==> src/rtl/uart_pkg.sv <==
// Shared UART definitions: framer state encoding and line/parity levels,
// common to the TX framer and the RX path.
package uart_pkg;

    typedef enum logic [2:0] {
        ST_IDLE   = 3'd0,
        ST_START  = 3'd1,
        ST_DATA   = 3'd2,
        ST_PARITY = 3'd3,
        ST_STOP   = 3'd4
    } uart_state_e;

    localparam logic PAR_EVEN   = 1'b0;
    localparam logic PAR_ODD    = 1'b1;

    localparam logic START_BIT  = 1'b0;
    localparam logic STOP_BIT   = 1'b1;
    localparam logic IDLE_LEVEL = 1'b1;

endpackage

==> src/rtl/uart_tx_frame_if.sv <==
// Byte-request / serial-line bundle between a data source and the TX framer.
interface uart_tx_frame_if #(parameter int DATA_WIDTH = 8);

    logic [DATA_WIDTH-1:0] P_DATA;
    logic                  Data_Valid;
    logic                  PAR_EN;
    logic                  PAR_TYP;
    logic                  TX_OUT;
    logic                  Busy;

    modport master (
        output P_DATA, Data_Valid, PAR_EN, PAR_TYP,
        input  TX_OUT, Busy
    );

    modport slave (
        input  P_DATA, Data_Valid, PAR_EN, PAR_TYP,
        output TX_OUT, Busy
    );

endinterface

==> src/rtl/uart_parity_calc.sv <==
// Combinational parity bit for a data word; even (XOR) or odd (inverted XOR).
import uart_pkg::*;

module uart_parity_calc #(
    parameter int WIDTH = 8
) (
    input  logic [WIDTH-1:0] data,
    input  logic             par_typ,
    output logic             par_bit
);

    assign par_bit = (^data) ^ (par_typ == PAR_ODD);

endmodule

==> src/rtl/uart_tx_frame.sv <==
// UART transmit framer: start, data LSB-first, optional parity, stop; one bit per CLK.
// state  | meaning
// IDLE   | line high, waiting for Data_Valid
// START  | start bit on the line
// DATA   | data bit cnt_q on the line
// PARITY | parity of the latched word on the line
// STOP   | stop bit; a pending Data_Valid chains straight into START
import uart_pkg::*;

module uart_tx_frame #(
    parameter int DATA_WIDTH = 8
) (
    input  logic              CLK,
    input  logic              RST,
    uart_tx_frame_if.slave    bus
);

    localparam int CNT_W = (DATA_WIDTH > 1) ? $clog2(DATA_WIDTH) : 1;
    localparam logic [CNT_W-1:0] CNT_LAST = CNT_W'(DATA_WIDTH - 1);

    uart_state_e           state_q, state_nxt;
    logic [CNT_W-1:0]      cnt_q, cnt_nxt;
    logic [DATA_WIDTH-1:0] data_q, data_nxt;
    logic                  pen_q, pen_nxt;
    logic                  ptyp_q, ptyp_nxt;
    logic                  tx_q, tx_nxt;
    logic                  busy_q, busy_nxt;
    logic                  accept;
    logic                  par_bit;

    uart_parity_calc #(.WIDTH(DATA_WIDTH)) u_parity (
        .data    (data_q),
        .par_typ (ptyp_q),
        .par_bit (par_bit)
    );

    always_ff @(posedge CLK or negedge RST) begin
        if (!RST) begin
            state_q <= ST_IDLE;
            cnt_q   <= '0;
            data_q  <= '0;
            pen_q   <= 1'b0;
            ptyp_q  <= 1'b0;
            tx_q    <= IDLE_LEVEL;
            busy_q  <= 1'b0;
        end else begin
            state_q <= state_nxt;
            cnt_q   <= cnt_nxt;
            data_q  <= data_nxt;
            pen_q   <= pen_nxt;
            ptyp_q  <= ptyp_nxt;
            tx_q    <= tx_nxt;
            busy_q  <= busy_nxt;
        end
    end

    // STOP lasts one cycle, so any STOP cycle is its final one.
    assign accept = bus.Data_Valid && (state_q == ST_IDLE || state_q == ST_STOP);

    always_comb begin
        state_nxt = state_q;
        cnt_nxt   = cnt_q;
        data_nxt  = data_q;
        pen_nxt   = pen_q;
        ptyp_nxt  = ptyp_q;

        case (state_q)
            ST_IDLE, ST_STOP: begin
                if (accept) begin
                    state_nxt = ST_START;
                    data_nxt  = bus.P_DATA;
                    pen_nxt   = bus.PAR_EN;
                    ptyp_nxt  = bus.PAR_TYP;
                end else begin
                    state_nxt = ST_IDLE;
                end
            end
            ST_START: begin
                state_nxt = ST_DATA;
                cnt_nxt   = '0;
            end
            ST_DATA: begin
                if (cnt_q == CNT_LAST) begin
                    state_nxt = pen_q ? ST_PARITY : ST_STOP;
                    cnt_nxt   = '0;
                end else begin
                    cnt_nxt = cnt_q + 1'b1;
                end
            end
            ST_PARITY: state_nxt = ST_STOP;
            default: begin
                state_nxt = ST_IDLE;
                cnt_nxt   = '0;
            end
        endcase
    end

    // Line level is decoded from the next state so TX_OUT and Busy leave flops.
    always_comb begin
        tx_nxt   = IDLE_LEVEL;
        busy_nxt = 1'b1;
        case (state_nxt)
            ST_IDLE:   busy_nxt = 1'b0;
            ST_START:  tx_nxt = START_BIT;
            ST_DATA:   tx_nxt = data_nxt[cnt_nxt];
            ST_PARITY: tx_nxt = par_bit;
            ST_STOP:   tx_nxt = STOP_BIT;
            default:   busy_nxt = 1'b0;
        endcase
    end

    assign bus.TX_OUT = tx_q;
    assign bus.Busy   = busy_q;

endmodule

==> src/flat_wrapper.sv <==
// flat-port wrapper written by rule: the top's interface ports become plain ports
module uart_tx_frame_flat 
#(
    parameter int DATA_WIDTH = 8
)
  (CLK, RST, bus_P_DATA, bus_Data_Valid, bus_PAR_EN, bus_PAR_TYP, bus_TX_OUT, bus_Busy);
  uart_tx_frame_if #(.DATA_WIDTH(DATA_WIDTH)) bus_i ();
  input  logic CLK;
  input  logic RST;
  input wire logic [$bits(bus_i.P_DATA)-1:0] bus_P_DATA;
  input wire logic [$bits(bus_i.Data_Valid)-1:0] bus_Data_Valid;
  input wire logic [$bits(bus_i.PAR_EN)-1:0] bus_PAR_EN;
  input wire logic [$bits(bus_i.PAR_TYP)-1:0] bus_PAR_TYP;
  output wire logic [$bits(bus_i.TX_OUT)-1:0] bus_TX_OUT;
  output wire logic [$bits(bus_i.Busy)-1:0] bus_Busy;
  assign bus_i.P_DATA = bus_P_DATA;
  assign bus_i.Data_Valid = bus_Data_Valid;
  assign bus_i.PAR_EN = bus_PAR_EN;
  assign bus_i.PAR_TYP = bus_PAR_TYP;
  assign bus_TX_OUT = bus_i.TX_OUT;
  assign bus_Busy = bus_i.Busy;
  uart_tx_frame #(.DATA_WIDTH(DATA_WIDTH)) u_core (.CLK(CLK), .RST(RST), .bus(bus_i));
endmodule
==> config.mk <==
export PLATFORM = sky130hd
export DESIGN_NAME = uart_tx_frame_flat
export DESIGN_NICKNAME = d
export VERILOG_FILES = /design/src/rtl/uart_pkg.sv /design/src/rtl/uart_tx_frame_if.sv /design/src/rtl/uart_parity_calc.sv /design/src/rtl/uart_tx_frame.sv /design/src/flat_wrapper.sv
export SDC_FILE = /design/constraint.sdc
export NUM_CORES = 1
export LEC_CHECK = 0
export CAP_MARGIN = 20
export CORE_UTILIZATION = 30
export CTS_BUF_LIST = sky130_fd_sc_hd__clkbuf_4
export DETAILED_ROUTE_END_ITERATION = 16
export GPL_TIMING_DRIVEN = 0
export HOLD_SLACK_MARGIN = 0.05
export SYNTH_ARGS = -nofsm -noshare
export SYNTH_HDL_FRONTEND = slang
export SYNTH_HIERARCHICAL = 1
export SYNTH_SLANG_ARGS = --single-unit
==> constraint.sdc <==
create_clock -name CLK -period 5.15 [get_ports CLK]
set_input_delay 1.03 -clock CLK [delete_from_list [all_inputs] [get_ports CLK]]
set_output_delay 1.03 -clock CLK [all_outputs]
set_load 0.1 [all_outputs]
# After elaboration in Yosys (flattened, before gate mapping)
# Cells that the tools add are included.
[op_classes]
n_bitwise = 1
magnitude_cmp = 1
addsub = 1
n_mux = 12
eq_ne = 9
n_reduce_logical = 8
[ops]
columns = ["operator", "count"]
rows = [
  ["2-to-1 mux 8 bit", 2],
  ["equality test 3 x 2 -> 1 bit (second input constant)", 4],
  ["one-hot mux 3 bit (4 select lines)", 1],
  ["equality test 3 bit (second input constant)", 3],
  ["2-to-1 mux 3 bit", 3],
  ["parity 8 bit", 1],
  ["equality test 3 x 1 -> 1 bit (second input constant)", 2],
  ["one-hot mux 3 bit (2 select lines)", 1],
  ["< comparator 3 x 4 -> 1 bit (second input constant)", 1],
  ["OR reduction 4 bit", 1],
  ["adder 3 x 1 -> 3 bit (second input constant)", 1],
  ["binary-select mux 1 bit (select 3 bit)", 1],
  ["logical NOT 3 bit", 1],
  ["2-to-1 mux 1 bit", 3],
  ["one-hot mux 1 bit (3 select lines)", 1],
  ["OR reduction 3 bit", 1],
  ["AND reduction 2 bit", 1],
  ["OR reduction 2 bit", 1],
  ["logical AND 1 bit", 1],
  ["logical OR 1 bit", 1],
  ["bitwise XOR 1 bit", 1],
]
[word_totals]
ff_bits = 18

# Depth between registers and ports, before layout
# Gate-level depths: netlist (run 1).
[depth]
ltp_word = 8
depth_mapped = 9

# Modules after synthesis
# Netlist (run 1), hierarchy kept.
[by_module_without_submodules]
columns = ["module", "cells_each", "area_each_um2", "seq_area_each_um2", "instances"]
rows = [
  ["uart_tx_frame", 80, 918.4, 451.7, 1],
  ["uart_parity_calc", 7, 82.6, 0.0, 1],
]

# Worst setup path before layout (run 1)
# Ideal clock, no wire load.
[synth_path]
kind = "in2reg"
startpoint = "input bus_Data_Valid"
endpoint = "register u_core.tx_q (netlist: u_core/bus.TX_OUT)"
cell_stages = 7
setup_slack_ns = 2.410
path_buffers = 1
arrival_time_ns = 2.647
setup_time_ns = 0.092
cell_sequence = "nor3b_1 buf_4 mux2_2 or3_2 o2111ai_1 and4_1 o311ai_1"
[synth_via]
elab_chain_cells = 6
elab_cells_between_ends = 11
classes_between = "eq/ne (3); mux (7); reduce/logical (1)"
[synth_lines]
columns = ["element", "line_no", "source"]
rows = [
  ["start, declared", "flat_wrapper.sv:11", "input wire logic [$bits(bus_i.Data_Valid)-1:0] bus_Data_Valid;"],
  ["logical AND 1 bit", "uart_tx_frame.sv:58", "assign accept = bus.Data_Valid && (state_q == ST_IDLE || state_q == ST_STOP);"],
  ["2-to-1 mux 8 bit", "uart_tx_frame.sv:69", "if (accept) begin"],
  ["2-to-1 mux 8 bit", "uart_tx_frame.sv:67", "case (state_q)"],
  ["named net u_core.data_nxt[2]", "uart_tx_frame.sv:23", "logic [DATA_WIDTH-1:0] data_q, data_nxt;"],
  ["binary-select mux 1 bit (select 3 bit)", "uart_tx_frame.sv:105", "ST_DATA: tx_nxt = data_nxt[cnt_nxt];"],
  ["2-to-1 mux 1 bit (not written as such)", "uart_tx_frame.sv:105", ""],
  ["one-hot mux 1 bit (3 select lines)", "uart_tx_frame.sv:102", "case (state_nxt)"],
  ["named net u_core.tx_nxt", "uart_tx_frame.sv:26", "logic tx_q, tx_nxt;"],
  ["end signal, assigned", "uart_tx_frame.sv:52", "tx_q <= tx_nxt;"],
  ["end, declared", "uart_tx_frame.sv:26", ""],
]
# The timed path passes the listed nets, and every way through them passes these cells. The select of a mux whose other input is x is not followed.
# A chain may end at the register's enable or synchronous reset.

# Worst setup path after layout (run 1)
# Ends and elaborated chain as after synthesis.

==> out/qor.yml, run 1 <==
ys_ff_latch: 18
core_area_um2: 3103
synth_cells: 87
post-place-ws_ns: 1.610
grt_pass1_vias: 726
drt-total-wl_um: 1995
synth_fp_nets: 103
synth_compound_area_share_pct: 11.50
reg2reg_slack_ns: 2.50
yosysWarnings: 6
required_ns: 5.35
timing.final.crit_share_pct: 61.84
final.setup.tns_ns: 0
dieWidth_um: 59.76
synth_xor_area_share_pct: 8.250
hp-class: "register to register"
setup.worst_path.start: "bus_Data_Valid"
synthSimpleGateAreaFrac_pct: 16.50
rr_endpoint: "u_core/bus.TX_OUT"
place.gp.congestion: 0.7840
drv_slew: 0
wire_per_inst_um: 13.39
layout-drive-gt1-share_pct: 21.90
syn2layout_area_growth_pct: 22.50
muxShareOfSynthArea_pct: 11.12
grt_pass1_wl_um: 3325
start_util_pct: 32.26
overflow: 0
setup_ws_ns: 1.965
synth_top_family_by_area: "simple AND/OR/NAND/NOR gates"
post-route-drc-count: 0
drt_pass1_iterations: 4
dpl.cell_count: 145
slowest_stage: "clkdlybuf4s50_1"
netlist-cell-type-count: 36
syn_area_um2: 1001
setup_violations: 0
synth_area_leaders: "dfrtp_1, mux2_2, ha_1, xnor2_1, dfstp_2"
io_pins: 15
port_buffers: 14
antenna_left: 0
htreeDepth: 1
synth_adder_area_share_pct: 3.750
ctsRootBufferMaster: "clkbuf_4"
cts_buffers: 3
p_leak_nw: 0.5194
run_status: "finished clean"
viasPerCell: 4.779
tightest_slew_ns: 0.9681
cpPeakStageDelay_ns: 0.47
cts.path.max_buffers: 2
drt_iter0_drc: 10
floorplan.rows: 20
fin_cells: 149
fmax_ghz: 0.3140
fin_area_um2: 1226
path_cells: "clkdlybuf4s50_1 > nor3b_1 > buf_4 > mux2_2 > or3_2 > o2111ai_1 > and4_1 > o311ai_1"
avgSynthCellArea_um2: 11.51
drv_cap: 0
vias: 712
yosys.area.top_type_share_pct: 42.50
slew_headroom_pct: 35.26
cts_setup_buffers: 0
final_cell_mix: "dfrtp_1, clkdlybuf4s50_1, mux2_2"
cp-start-kind: "primary input"
critPathKind: "primary input to register"
diodes: 0
endpoint_kind: "register"
dieArea_um2: 3571
period_needed_ns: 3.185
dp_hpwl_um: 1518
path_max_fanout: 10
layout_commonest_cell: "dfrtp_1"
cts_tree: "done"
gr-usage-all-layers_pct: 13.16
cts_sinks: 18
powerDensity_nw_per_um2: 676.4
skew_ns: 0.003113
irDropWorstVdd_mv: 0.1624
die_h_um: 59.76
rsz0062_at_grt: "no"
crit-reg2reg-launch: "u_core/cnt_q[0]"
ctsHoldBuffers: 0
cts_resized: 0
final_nets: 122
cp-endpoint: "u_core/bus.TX_OUT"
finalHoldViolCount: 0
grt_max_degree: 19
ys_seq_area_share_pct: 45.13
ff2ff_path_depth: 8
cp.arrival_ns: 3.39
post_dp_cell_area_um2: 1196
antenna_found_initial: 0
synth_top_cell_by_area: "dfrtp_1"
clkTransAtPathRegs_ns: 0.10
clk_latency_ns: 0.29
cells in the mapped netlist:
cell type	number
a2111o_1	1
a21oi_1	4
a21oi_2	1
a31oi_1	1
a32oi_1	1
and3_1	1
and4_1	1
and4b_2	1
buf_4	3
dfrtp_1	17
dfstp_2	1
ha_1	3
inv_1	4
mux2_2	9
mux2i_1	1
nand2_1	1
nand2b_1	3
nand3_1	1
nand3b_1	2
nand4b_1	1
nor2_1	5
nor2b_1	3
nor3_1	2
nor3b_1	1
o2111ai_1	2
o211ai_1	1
o21ai_0	1
o21bai_1	2
o22ai_1	1
o311ai_1	1
or3_2	3
or4b_1	1
xnor2_1	4
xnor2_2	1
xnor3_1	1
xor2_1	1
worst min-delay path by stage:
| stage | start | cells after the start | slack, ns | end |
|---|---|---|---|---|
| 6_report | u_core/ptyp_q | 1 | 0.54 | u_core/ptyp_q |
| 5_1_grt | u_core/data_q[5] | 1 | 0.57 | u_core/data_q[5] |
| 4_1_cts | u_core/ptyp_q | 1 | 0.55 | u_core/ptyp_q |
| 3_5_place_dp | u_core/ptyp_q | 1 | 0.52 | u_core/ptyp_q |
| 3_3_place_gp | u_core/ptyp_q | 1 | 0.52 | u_core/ptyp_q |
| 2_1_floorplan | u_core/data_q[1] | 2 | 0.49 | u_core/data_q[1] |
cell type report:
cell class	instances	area (µm²)
multi-input cells	62	511.7
plain buffers	3	22.52
flip-flops and latches	18	451.7
clock buffers	4	30.03
repair buffers	14	140.1
inverters	4	15.01
fillers	336	1877
well taps	44	55.05
power by group:
part / total (mW) / leakage [nW] / switching (mW) / internal, mW
clock network: 0.0771 / 0.0184 / 0.0418 / 0.0353
registers: 0.265 / 0.217 / 0.0536 / 0.211
logic: 0.488 / 0.284 / 0.244 / 0.244
total: 0.829 / 0.519 / 0.339 / 0.490
state kept, by name, summed over array words and instances (netlist names):
name and flops:
u_core/bus.Busy 1, u_core/bus.TX_OUT 1, u_core/state_q 3, u_core/cnt_q 3, u_core/data_q 8, u_core/ptyp_q 1, u_core/pen_q 1
critical path, delay by kind of cell:
family | cells | cell delay (ns)
simple gates | 3 | 1.02
buf+inv | 2 | 0.74
mux | 1 | 0.37
compound gates | 2 | 0.23
cells by family after synthesis:
| kind of cell | Yosys count |
|---|---|
| adders and majority gates | 3 |
| muxes | 10 |
| DFF | 18 |
| xor gates and xnor gates | 7 |
| AOI/OAI and AO/OA | 16 |
| and+or+nand+nor | 26 |
| buffers and inverters | 7 |
per-layer routing:
| metal | up-vias | track usage (%) | wire length [µm] |
|---|---|---|---|
| met2 | 14 | 20.79 | 969 |
| met1 | 338 | 16.49 | 936 |
| li1 | 358 | - | - |
| met4 | 0 | 7.973 | 27 |
| met5 | - | 0 | 0 |
| met3 | 2 | 2.597 | 62 |
metrics by stage:
| step | utilization [%] | hold WS, ns | total power [mW] |
|---|---|---|---|
| 6_report | 39.52 | 0.5429 | 0.8294 |
| 2_1_floorplan | - | 0.4941 | 0.6511 |
| 3_3_place_gp | 38.55 | 0.5156 | 0.7497 |
| 4_1_cts | 39.52 | 0.5484 | 0.8427 |
| 3_5_place_dp | 38.55 | 0.5239 | 0.7598 |
| 5_1_grt | 39.52 | 0.5722 | 0.8962 |
(Power assumes the default switching activity.)
==> run 2, diff against run 1 <==
==> constraint.sdc (replaced) <==
create_clock -name CLK -period 3.01 [get_ports CLK]
set_input_delay 0.602 -clock CLK [delete_from_list [all_inputs] [get_ports CLK]]
set_output_delay 0.602 -clock CLK [all_outputs]
set_load 0.1 [all_outputs]
==> results of run 2 <==
Same layout as run 1 (identical final DEF). Status: finished clean.
Main changes from that run: setup slack after placement 1.610 ns -> -0.1021 ns; setup slack after layout 1.965 ns -> 0.2531 ns; register-to-register setup slack 2.50 ns -> 0.36 ns; total power 0.8294 mW -> 1.419 mW; worst IR drop on VDD 0.1624 mV -> 0.2779 mV
